`src/rtl/pc_sequencer_pkg.sv`:
```
`default_nettype none
// +----------------------------------------------------------------------------+
// | Module   : pc_sequencer_pkg                                                |
// | Brief    : Shared encodings for the PC sequencer and the branch condition  |
// |            decoder: control class, branch funct3, ALU flag bits, states.   |
// | Revision : 1.0  initial release                                            |
// +----------------------------------------------------------------------------+
package pc_sequencer_pkg;

    // Execute-stage control class
    localparam logic [1:0] PCS_NONE = 2'b00;
    localparam logic [1:0] PCS_BR   = 2'b01;
    localparam logic [1:0] PCS_JAL  = 2'b10;
    localparam logic [1:0] PCS_JALR = 2'b11;

    // Branch condition codes (funct3)
    localparam logic [2:0] BEQ  = 3'b000;
    localparam logic [2:0] BNE  = 3'b001;
    localparam logic [2:0] BLT  = 3'b100;
    localparam logic [2:0] BGE  = 3'b101;
    localparam logic [2:0] BLTU = 3'b110;
    localparam logic [2:0] BGEU = 3'b111;

    // Bit positions inside the {eq, lt, ltu} ALU flag vector
    localparam int FLAG_EQ  = 2;
    localparam int FLAG_LT  = 1;
    localparam int FLAG_LTU = 0;

    // Fetch sequencer states
    typedef logic [1:0] state_t;
    localparam state_t RUN     = 2'd0;
    localparam state_t MEMWAIT = 2'd1;
    localparam state_t PENDING = 2'd2;

endpackage
`default_nettype wire

```
`src/rtl/pc_sequencer_branch_cond.sv`:
```
`default_nettype none
// +----------------------------------------------------------------------------+
// | Module   : branch_cond                                                     |
// | Brief    : Combinational branch condition evaluation from funct3 and the   |
// |            ALU comparison flags. Shared with the hazard unit.              |
// | Revision : 1.0  initial release                                            |
// +----------------------------------------------------------------------------+
module branch_cond (
    input  logic [2:0] i_funct3,
    input  logic [2:0] i_alu_flags,
    output logic       o_cond
);
    import pc_sequencer_pkg::*;

    // Select and optionally invert the comparison flag named by funct3
    always_comb begin
        o_cond = 1'b0;
        case (i_funct3)
            BEQ:     o_cond =  i_alu_flags[FLAG_EQ];
            BNE:     o_cond = ~i_alu_flags[FLAG_EQ];
            BLT:     o_cond =  i_alu_flags[FLAG_LT];
            BGE:     o_cond = ~i_alu_flags[FLAG_LT];
            BLTU:    o_cond =  i_alu_flags[FLAG_LTU];
            BGEU:    o_cond = ~i_alu_flags[FLAG_LTU];
            default: o_cond = 1'b0;   // 010/011 are not branch encodings
        endcase
    end

endmodule
`default_nettype wire

```
`src/rtl/pc_sequencer.sv`:
```
`default_nettype none
// +----------------------------------------------------------------------------+
// | Module   : pc_sequencer                                                    |
// | Brief    : Program counter owner: resolves Execute-stage branches/jumps,   |
// |            sequences fetch against a ready-gated instruction memory,       |
// |            flushes Decode/Execute on redirect, traps misaligned targets.   |
// | Revision : 1.0  initial release                                            |
// +----------------------------------------------------------------------------+
module pc_sequencer #(
    parameter int                 PC_WIDTH  = 32,
    parameter logic [PC_WIDTH-1:0] RESET_PC = PC_WIDTH'(32'h0040_0000),
    parameter int                 CNT_WIDTH = 16
) (
    input  logic                 CLK,
    input  logic                 RESETn,
    input  logic [1:0]           PCS,
    input  logic [2:0]           Funct3,
    input  logic [2:0]           ALUFlags,
    input  logic                 ExValid,
    input  logic [PC_WIDTH-1:0]  BranchTarget,
    input  logic [PC_WIDTH-1:0]  JalrTarget,
    input  logic                 Stall,
    input  logic                 IMemReady,
    output logic [PC_WIDTH-1:0]  PC,
    output logic [PC_WIDTH-1:0]  PC_Plus4,
    output logic                 FetchValid,
    output logic                 FlushD,
    output logic                 FlushE,
    output logic                 Taken,
    output logic                 Fault,
    output logic [CNT_WIDTH-1:0] TakenCount
);
    import pc_sequencer_pkg::*;

    logic [PC_WIDTH-1:0]  r_pc;
    logic [PC_WIDTH-1:0]  r_pend;
    state_t               r_state;
    logic                 r_fault;
    logic [CNT_WIDTH-1:0] r_cnt;

    logic [PC_WIDTH-1:0]  w_pc_nxt;
    logic [PC_WIDTH-1:0]  w_pend_nxt;
    state_t               w_state_nxt;
    logic [PC_WIDTH-1:0]  w_pc_plus4;
    logic [PC_WIDTH-1:0]  w_target;
    logic                 w_cond;
    logic                 w_rq;
    logic                 w_mis;
    logic                 w_taken;
    logic                 w_unused_jalr0;

    branch_cond u_branch_cond (
        .i_funct3    (Funct3),
        .i_alu_flags (ALUFlags),
        .o_cond      (w_cond)
    );

    // jalr clears bit 0 of its target, so that bit never reaches the PC
    assign w_unused_jalr0 = JalrTarget[0];

    assign w_pc_plus4 = r_pc + PC_WIDTH'(4);
    assign w_rq       = ExValid & ((PCS == PCS_JAL) | (PCS == PCS_JALR) |
                                   ((PCS == PCS_BR) & w_cond));
    assign w_target   = (PCS == PCS_JALR) ? {JalrTarget[PC_WIDTH-1:1], 1'b0}
                                          : BranchTarget;
    assign w_mis      = w_rq & w_target[1];
    // Gated by reset so no flush escapes while the core is held in reset
    assign w_taken    = RESETn & w_rq & ~w_mis & ~r_fault;

    assign PC         = r_pc;
    assign PC_Plus4   = w_pc_plus4;
    assign Taken      = w_taken;
    assign FlushD     = w_taken;
    assign FlushE     = w_taken;
    assign Fault      = r_fault;
    assign TakenCount = r_cnt;
    assign FetchValid = (r_state == RUN) & IMemReady & ~r_fault & ~w_taken;

    // Next PC / state / pending target; redirect outranks memory wait and stall
    always_comb begin
        w_pc_nxt    = r_pc;
        w_state_nxt = r_state;
        w_pend_nxt  = r_pend;
        if (!r_fault && !w_mis) begin
            case (r_state)
                RUN: begin
                    if (w_taken) begin
                        if (IMemReady) begin
                            w_pc_nxt = w_target;
                        end else begin
                            w_pend_nxt  = w_target;
                            w_state_nxt = PENDING;
                        end
                    end else if (!IMemReady) begin
                        w_state_nxt = MEMWAIT;
                    end else if (!Stall) begin
                        w_pc_nxt = w_pc_plus4;
                    end
                end
                MEMWAIT: begin
                    if (w_taken) begin
                        w_pend_nxt = w_target;
                        if (IMemReady) begin
                            w_pc_nxt    = w_target;
                            w_state_nxt = RUN;
                        end else begin
                            w_state_nxt = PENDING;
                        end
                    end else if (IMemReady) begin
                        w_state_nxt = RUN;
                        if (!Stall) w_pc_nxt = w_pc_plus4;
                    end
                end
                PENDING: begin
                    // A younger redirect replaces the one still waiting
                    if (w_taken) begin
                        w_pend_nxt = w_target;
                        if (IMemReady) begin
                            w_pc_nxt    = w_target;
                            w_state_nxt = RUN;
                        end
                    end else if (IMemReady) begin
                        w_pc_nxt    = r_pend;
                        w_state_nxt = RUN;
                    end
                end
                default: w_state_nxt = RUN;
            endcase
        end
    end

    // State, PC, sticky fault and saturating redirect counter registers
    always_ff @(posedge CLK) begin
        if (!RESETn) begin
            r_pc    <= RESET_PC;
            r_pend  <= '0;
            r_state <= RUN;
            r_fault <= 1'b0;
            r_cnt   <= '0;
        end else begin
            r_pc    <= w_pc_nxt;
            r_pend  <= w_pend_nxt;
            r_state <= w_state_nxt;
            r_fault <= r_fault | w_mis;
            if (w_taken && (r_cnt != '1)) r_cnt <= r_cnt + CNT_WIDTH'(1);
        end
    end

endmodule
`default_nettype wire
```
`config.mk`:
```
export PLATFORM = sky130hd
export DESIGN_NAME = pc_sequencer
export DESIGN_NICKNAME = d
export VERILOG_FILES = /design/src/rtl/pc_sequencer_pkg.sv /design/src/rtl/pc_sequencer_branch_cond.sv /design/src/rtl/pc_sequencer.sv
export SDC_FILE = /design/constraint.sdc
export NUM_CORES = 1
export LEC_CHECK = 0
export BUFFER_PORTS_ARGS = -buffer_cell sky130_fd_sc_hd__buf_4
export CORE_MARGIN = 2
export CORE_UTILIZATION = 55
export CTS_BUF_LIST = sky130_fd_sc_hd__clkbuf_4 sky130_fd_sc_hd__clkbuf_8 sky130_fd_sc_hd__clkbuf_16
export CTS_CLUSTER_DIAMETER = 120
export DETAILED_ROUTE_END_ITERATION = 10
export PLACE_DENSITY_LB_ADDON = 0.12
export SYNTH_ARGS = -nofsm -noshare
export SYNTH_HDL_FRONTEND = slang
export SYNTH_HIERARCHICAL = 1
export SYNTH_SLANG_ARGS = --single-unit
```
`constraint.sdc`:
```
create_clock -name CLK -period 6.3 [get_ports CLK]
set_clock_uncertainty 0.05 [all_clocks]
set_input_delay 1.26 -clock CLK [delete_from_list [all_inputs] [get_ports CLK]]
set_output_delay 1.26 -clock CLK [all_outputs]
set_load 0.02 [all_outputs]
```
# Word-level counts from Yosys, hierarchy flattened
# Cells that the tools add are included.
# W data, S select, Z words.
[classes] add_sub_neg=2 eq_ne=17 muxes=20 n_bitwise=18 n_reduce_logical=13
[op_table] cell="$mux W32" count=10
[op_table] cell="$pmux W32 S2" count=2
[op_table] cell="$add A32 B3 Y32 const B" count=1
[op_table] cell="$add A16 B1 Y16 const B" count=1
[op_table] cell="$ne A16 B16 Y1 const B" count=1
[op_table] cell="$eq A3 B3 Y1 const B" count=4
[op_table] cell="$mux W2" count=6
[op_table] cell="$reduce_and A5 Y1" count=2
[op_table] cell="$and A1 B1 Y1" count=9
[op_table] cell="$eq A2 B2 Y1 const B" count=3
[op_table] cell="$not A1 Y1" count=6
[op_table] cell="$pmux W1 S6" count=1
[op_table] cell="$pmux W2 S3" count=1
[op_table] cell="$eq A2 B1 Y1 const B" count=2
[op_table] cell="$ne A2 B2 Y1 const B" count=2
[op_table] cell="$reduce_bool A2 Y1" count=2
[op_table] cell="$reduce_or A2 Y1" count=2
[op_table] cell="$eq A3 B1 Y1 const B" count=1
[op_table] cell="$logic_not A3 Y1" count=1
[op_table] cell="$ne A3 B1 Y1 const B" count=1
[op_table] cell="$ne A3 B2 Y1 const B" count=1
[op_table] cell="$ne A3 B3 Y1 const B" count=1
[op_table] cell="$or A1 B1 Y1" count=3
[op_table] cell="$logic_and A1 B1 Y1" count=2
[op_table] cell="other kinds (4)" count=5
[word_totals] reg_bits=83 input_bits=77 elab_cells=75

# Longest topological paths before layout
[depth] ltp_word=11 depth_mapped=10 mapped_depth_nobuf=9

# Cells and area by module
# Netlist, hierarchy kept.
[modules_own_cells] mod="pc_sequencer" n_inst=1 cells_each=671 area_per_inst_um2=5320.1 seq_area_each_um2=1661.6
[modules_own_cells] mod="branch_cond" n_inst=1 cells_each=5 area_per_inst_um2=40.0 seq_area_each_um2=0.0

# Worst setup path before layout
# No wires, ideal clock.
[synth_path] path_type="input -> output" start="input Funct3[1]" end="output FlushE" arrival_time_ns=2.796 required_ns=4.990 slack_ns=2.194 cell_stages=8 path_buffers=2 path_cell_list="mux2i_1 xnor2_1 a21o_1 and3b_1 a22oi_2 inv_2 buf_1 buf_4"
[synth_via] elab_chain_cells=9 elab_cells_between_ends=15
[synth_lines] item="from (decl)" line_no="pc_sequencer.sv:17" rtl="input logic [2:0] Funct3,"
[synth_lines] item="$eq A3 B3 Y1, or another cell as far along" line_no="pc_sequencer_branch_cond.sv:18" rtl="case (i_funct3)"
[synth_lines] item="$pmux W1 S6 (*)" line_no="pc_sequencer_branch_cond.sv:18"
[synth_lines] item="net w_cond" line_no="pc_sequencer.sv:46" rtl="logic w_cond;"
[synth_lines] item="$and A1 B1 Y1 (*)" line_no="pc_sequencer.sv:63" rtl="((PCS == PCS_BR) & w_cond));"
[synth_lines] item="$or A1 B1 Y1 (*)" line_no="pc_sequencer.sv:62" rtl="assign w_rq = ExValid & ((PCS == PCS_JAL) | (PCS == PCS_JALR) |"
[synth_lines] item="$and A1 B1 Y1 (*)" line_no="pc_sequencer.sv:62"
[synth_lines] item="$and A1 B1 Y1" line_no="pc_sequencer.sv:66" rtl="assign w_mis = w_rq & w_target[1];"
[synth_lines] item="$not A1 Y1" line_no="pc_sequencer.sv:68" rtl="assign w_taken = RESETn & w_rq & ~w_mis & ~r_fault;"
[synth_lines] item="$and A1 B1 Y1 (*) (2 in series)" line_no="pc_sequencer.sv:68"
[synth_lines] item="to (decl)" line_no="pc_sequencer.sv:28" rtl="output logic FlushE,"
# Mark *: on every way through the listed nets, which the timed path passes. The rest lies on a longest branch.

# Worst setup path in the final report
[layout_path] start="input Funct3[1]" end="output FlushD"
[layout_via] elab_chain_cells=9 elab_cells_between_ends=15
[layout_lines] item="$eq A3 B3 Y1, or another cell as far along" line_no="pc_sequencer_branch_cond.sv:18"
[layout_lines] item="$pmux W1 S6 (*)" line_no="pc_sequencer_branch_cond.sv:18"
[layout_lines] item="net w_cond" line_no="pc_sequencer.sv:46"
[layout_lines] item="$and A1 B1 Y1 (*)" line_no="pc_sequencer.sv:63"
[layout_lines] item="$or A1 B1 Y1 (*)" line_no="pc_sequencer.sv:62"
[layout_lines] item="$and A1 B1 Y1 (*)" line_no="pc_sequencer.sv:62"
[layout_lines] item="$and A1 B1 Y1" line_no="pc_sequencer.sv:66"
[layout_lines] item="$not A1 Y1" line_no="pc_sequencer.sv:68"
[layout_lines] item="$and A1 B1 Y1 (*) (2 in series)" line_no="pc_sequencer.sv:68"
[layout_lines] item="to (decl)" line_no="pc_sequencer.sv:27" rtl="output logic FlushD,"
# Marks and branches as above.

==> results.md <==
- Clock Latency Late Sink: 0.36 ns
- Final HPWL DP: 11,200 µm
- Root buffer cell: clkbuf_8
- Setup TNS: 0 ns
- Initial antenna violation count: 0
- Critical path's slowest cell: buf_4
- Synth warn: 6
- H-tree lvl count: 3
- Synthesis-stage register bit count: between 80 and 90
- RD Place Congestion: approximately 0.96
- CP Cell Sequence: buf_4, mux2i_1, xnor2_1, a21o_1, and3b_1, a22oi_2, buf_4, inv_2, buf_4
- Worst Hold Class: reg2reg
- Fmax: 0.215 GHz
- Reg2Reg Depth: 6
- Vias in the first global route: 5,396
- Die Ht: between 100 and 150 µm
- Buf+Inv Stages, Crit Path: 4
- Post-DRT Antenna Nets: 0
- Area growth, synth to finish: 26.3%
- Synth unique cells: 71
- Unrepaired setup endpoints after global routing: false
- Clk sink count: 83
- DR vias: about 5,900
- Fin. max-slew vios: 0
- Crit Path Category: in2out
- Crit Path Max Fanout: 39
- Synthesized instance count: around 680
- Worst-path clk slew: about 0.080 ns
- Max Cap Viol: 0
- Post-synth EDFFs: 0
- Die area: 0.0106 mm²
- IO Count: 162
- Avg Cell Area, Syn: 7.93 µm²
- Drt wl/cell: 17.6 µm
- Crit-path most repeated cell: buf_4
- Bufs on Longest Clock Path: 2
- Leak Pwr: around 2.8 nW
- Final wirelength: 16,400 µm
- Worst reg2reg path endpoint: PC[18]
- DRC Markers: 0
- Pin count of the biggest net entering global routing: 59
- Hold path startpoint: r_pend[1]
- Starting Density: a little under three fifths
- Ratio of cells with drive above 1 in the final layout: 25.6%
- GRT overflow: 0
- Gr usage total: 30.4%
- Syn Std Cell Area: 0.00536 mm²
- CP Capture Type: primary output
- Crit path largest cell delay: 0.43 ns
- Status: complete, no violations
- Seq/Total Area, Yosys: between 30% and 40%
- Endpoint, Worst Hold: r_pend[1]
- Req. time, crit path: 4.99 ns
- Site Rows: 36
- Period utilisation layout: 73.7%
- # nets final: between 800 and 900
- Hold depth: 2
- CP arrival: ~3.3 ns
- CTS resizes: 0
- Worst r2r src: r_state[1]
- Chip width: 103 µm
- Peak supply drop: 0.140 mV
- Number of setup buffers added after CTS: 0
- CTS Buf Count: 9
- CTS tree: done
- PortBufs: 160
- Final setup fails: 0
- PD cells: 220 mW/mm²
- Crit-path leading delay family: buffers and inverters
- N_diodes: 0
- Slew @ Worst Pin: 1.25 ns
- Tot Pwr: 1.49 mW
- Minimum clock period: 4.64 ns
- Primary FF master, synth: dfxtp_1
- First-pass DRT Iterations: 7
- R2R setup slack: about 3.3 ns
- Asr flop ratio synth: 0%
- CORE AREA: between 0.009 and 0.01 mm²
- Worst setup path startpoint: Funct3[1]
- Syn_nets: 759
- First-pass GRT wire length: 25,700 µm
- Vias per cell: 6.27
- Most frequent cells in the layout: buf_4, dfxtp_1, nor2_1
- Initial drt markers: between 300 and 400
- Max_slew headroom: 17.0%
- Most common cell after layout, fill and taps aside: buf_4
- Cts hold-fix bufs: 0
- Hold Vio Cnt, Final: 0
- Crit start category: input pin
==> per-stage QoR <==
stage / setup WS (ns) / cells / area (µm²) / hold WS (ns) / utilization (%)
after global routing: 1.57 / 934 / 6770 / 0.421 / 70.5
after global placement: 1.74 / 918 / 6540 / 0.369 / 68.1
after detailed placement: 1.72 / 918 / 6540 / 0.376 / 68.1
after floorplan: 2.19 / 676 / 5360 / 0.360 / -
after CTS: 1.70 / 934 / 6770 / 0.390 / 70.5
final: 1.66 / 934 / 6770 / 0.387 / 70.5
==> area by class of cell <==
type	instances	area, µm²
multi-input cells	515	3390
fillers	790	2830
flip-flops and latches	83	1660
repair buffers	164	1230
well taps	133	166
clock buffers	11	145
inverters	23	86.3
clock inverters	5	85.1
==> power breakdown <==
part | switching (mW) | internal, mW
Combinational | 0.242 | 0.181
Clock | 0.210 | 0.241
Sequential | 0.0566 | 0.558
Total | 0.509 | 0.980
==> registers in the layout, indices dropped and copies added (netlist names) <==
register and count:
TakenCount 16, PC 32, r_state 2, r_pend 32, Fault 1
==> worst min-delay path, cell delays in order, from the launching register on <==
cell     delay, ns
dfxtp_1       0.32
nand2_1       0.05
nor2_1        0.03
==> layer usage <==
metal / routed length [µm] / global-route usage [%] / vias up
li1: - / - / 2751
met1: 6640 / 39.1 / 2744
met2: 7880 / 50.3 / 322
met3: 1550 / 5.63 / 40
met4: 374 / 12.9 / 0
met5: 0 / 0 / -
==> worst max-delay path by stage <==
stage / cells after the start / slack (ns) / to
global route: 9 / 1.57 / FlushD
CTS: 9 / 1.70 / FlushD
finish: 9 / 1.66 / FlushD
global placement: 9 / 1.74 / FlushD
floorplan: 8 / 2.19 / FlushE
detailed placement: 9 / 1.72 / FlushD
==> synthesized netlist by cell type (4+ instances only) <==
cell      instances  area, µm²
dfxtp_1          83       1660
nor2_1           76        285
nand2_1          43        161
mux2i_1          38        380
a211oi_1         37        278
clkbuf_1         34        128
o21ai_0          33        165
nand3_1          29        145
a21oi_1          26        130
xnor2_1          22        193
inv_1            21       78.8
nor3_1           17       85.1
o211ai_1         15        113
a31oi_1          13       81.3
nand4_1          13       81.3
xor2_1           11       96.3
buf_2            10       50.1
a311oi_1          9       78.8
nand2b_1          9       56.3
and3_1            8       50.1
buf_1             7       26.3
nor4_1            7       43.8
o21bai_1          7       52.6
or4_1             7       52.6
ha_1              6       75.1
or3_1             6       37.5
o31ai_1           5       37.5
a221oi_1          4       35.0
a41oi_1           4       35.0
buf_4             4       30.0
==> cells by family (layout without fill, tap and decap cells) <==
family / Yosys count / after routing / synth area share (%)
compound gates: 192 / 192 / 25.3
xor+xnor: 33 / 33 / 5.39
fa+ha+maj: 6 / 6 / 1.40
buf+inv: 78 / 203 / 5.98
flops: 83 / 83 / 31.0
mux: 42 / 42 / 7.98
simple gates: 242 / 242 / 22.9
(Power assumes the default switching activity.)
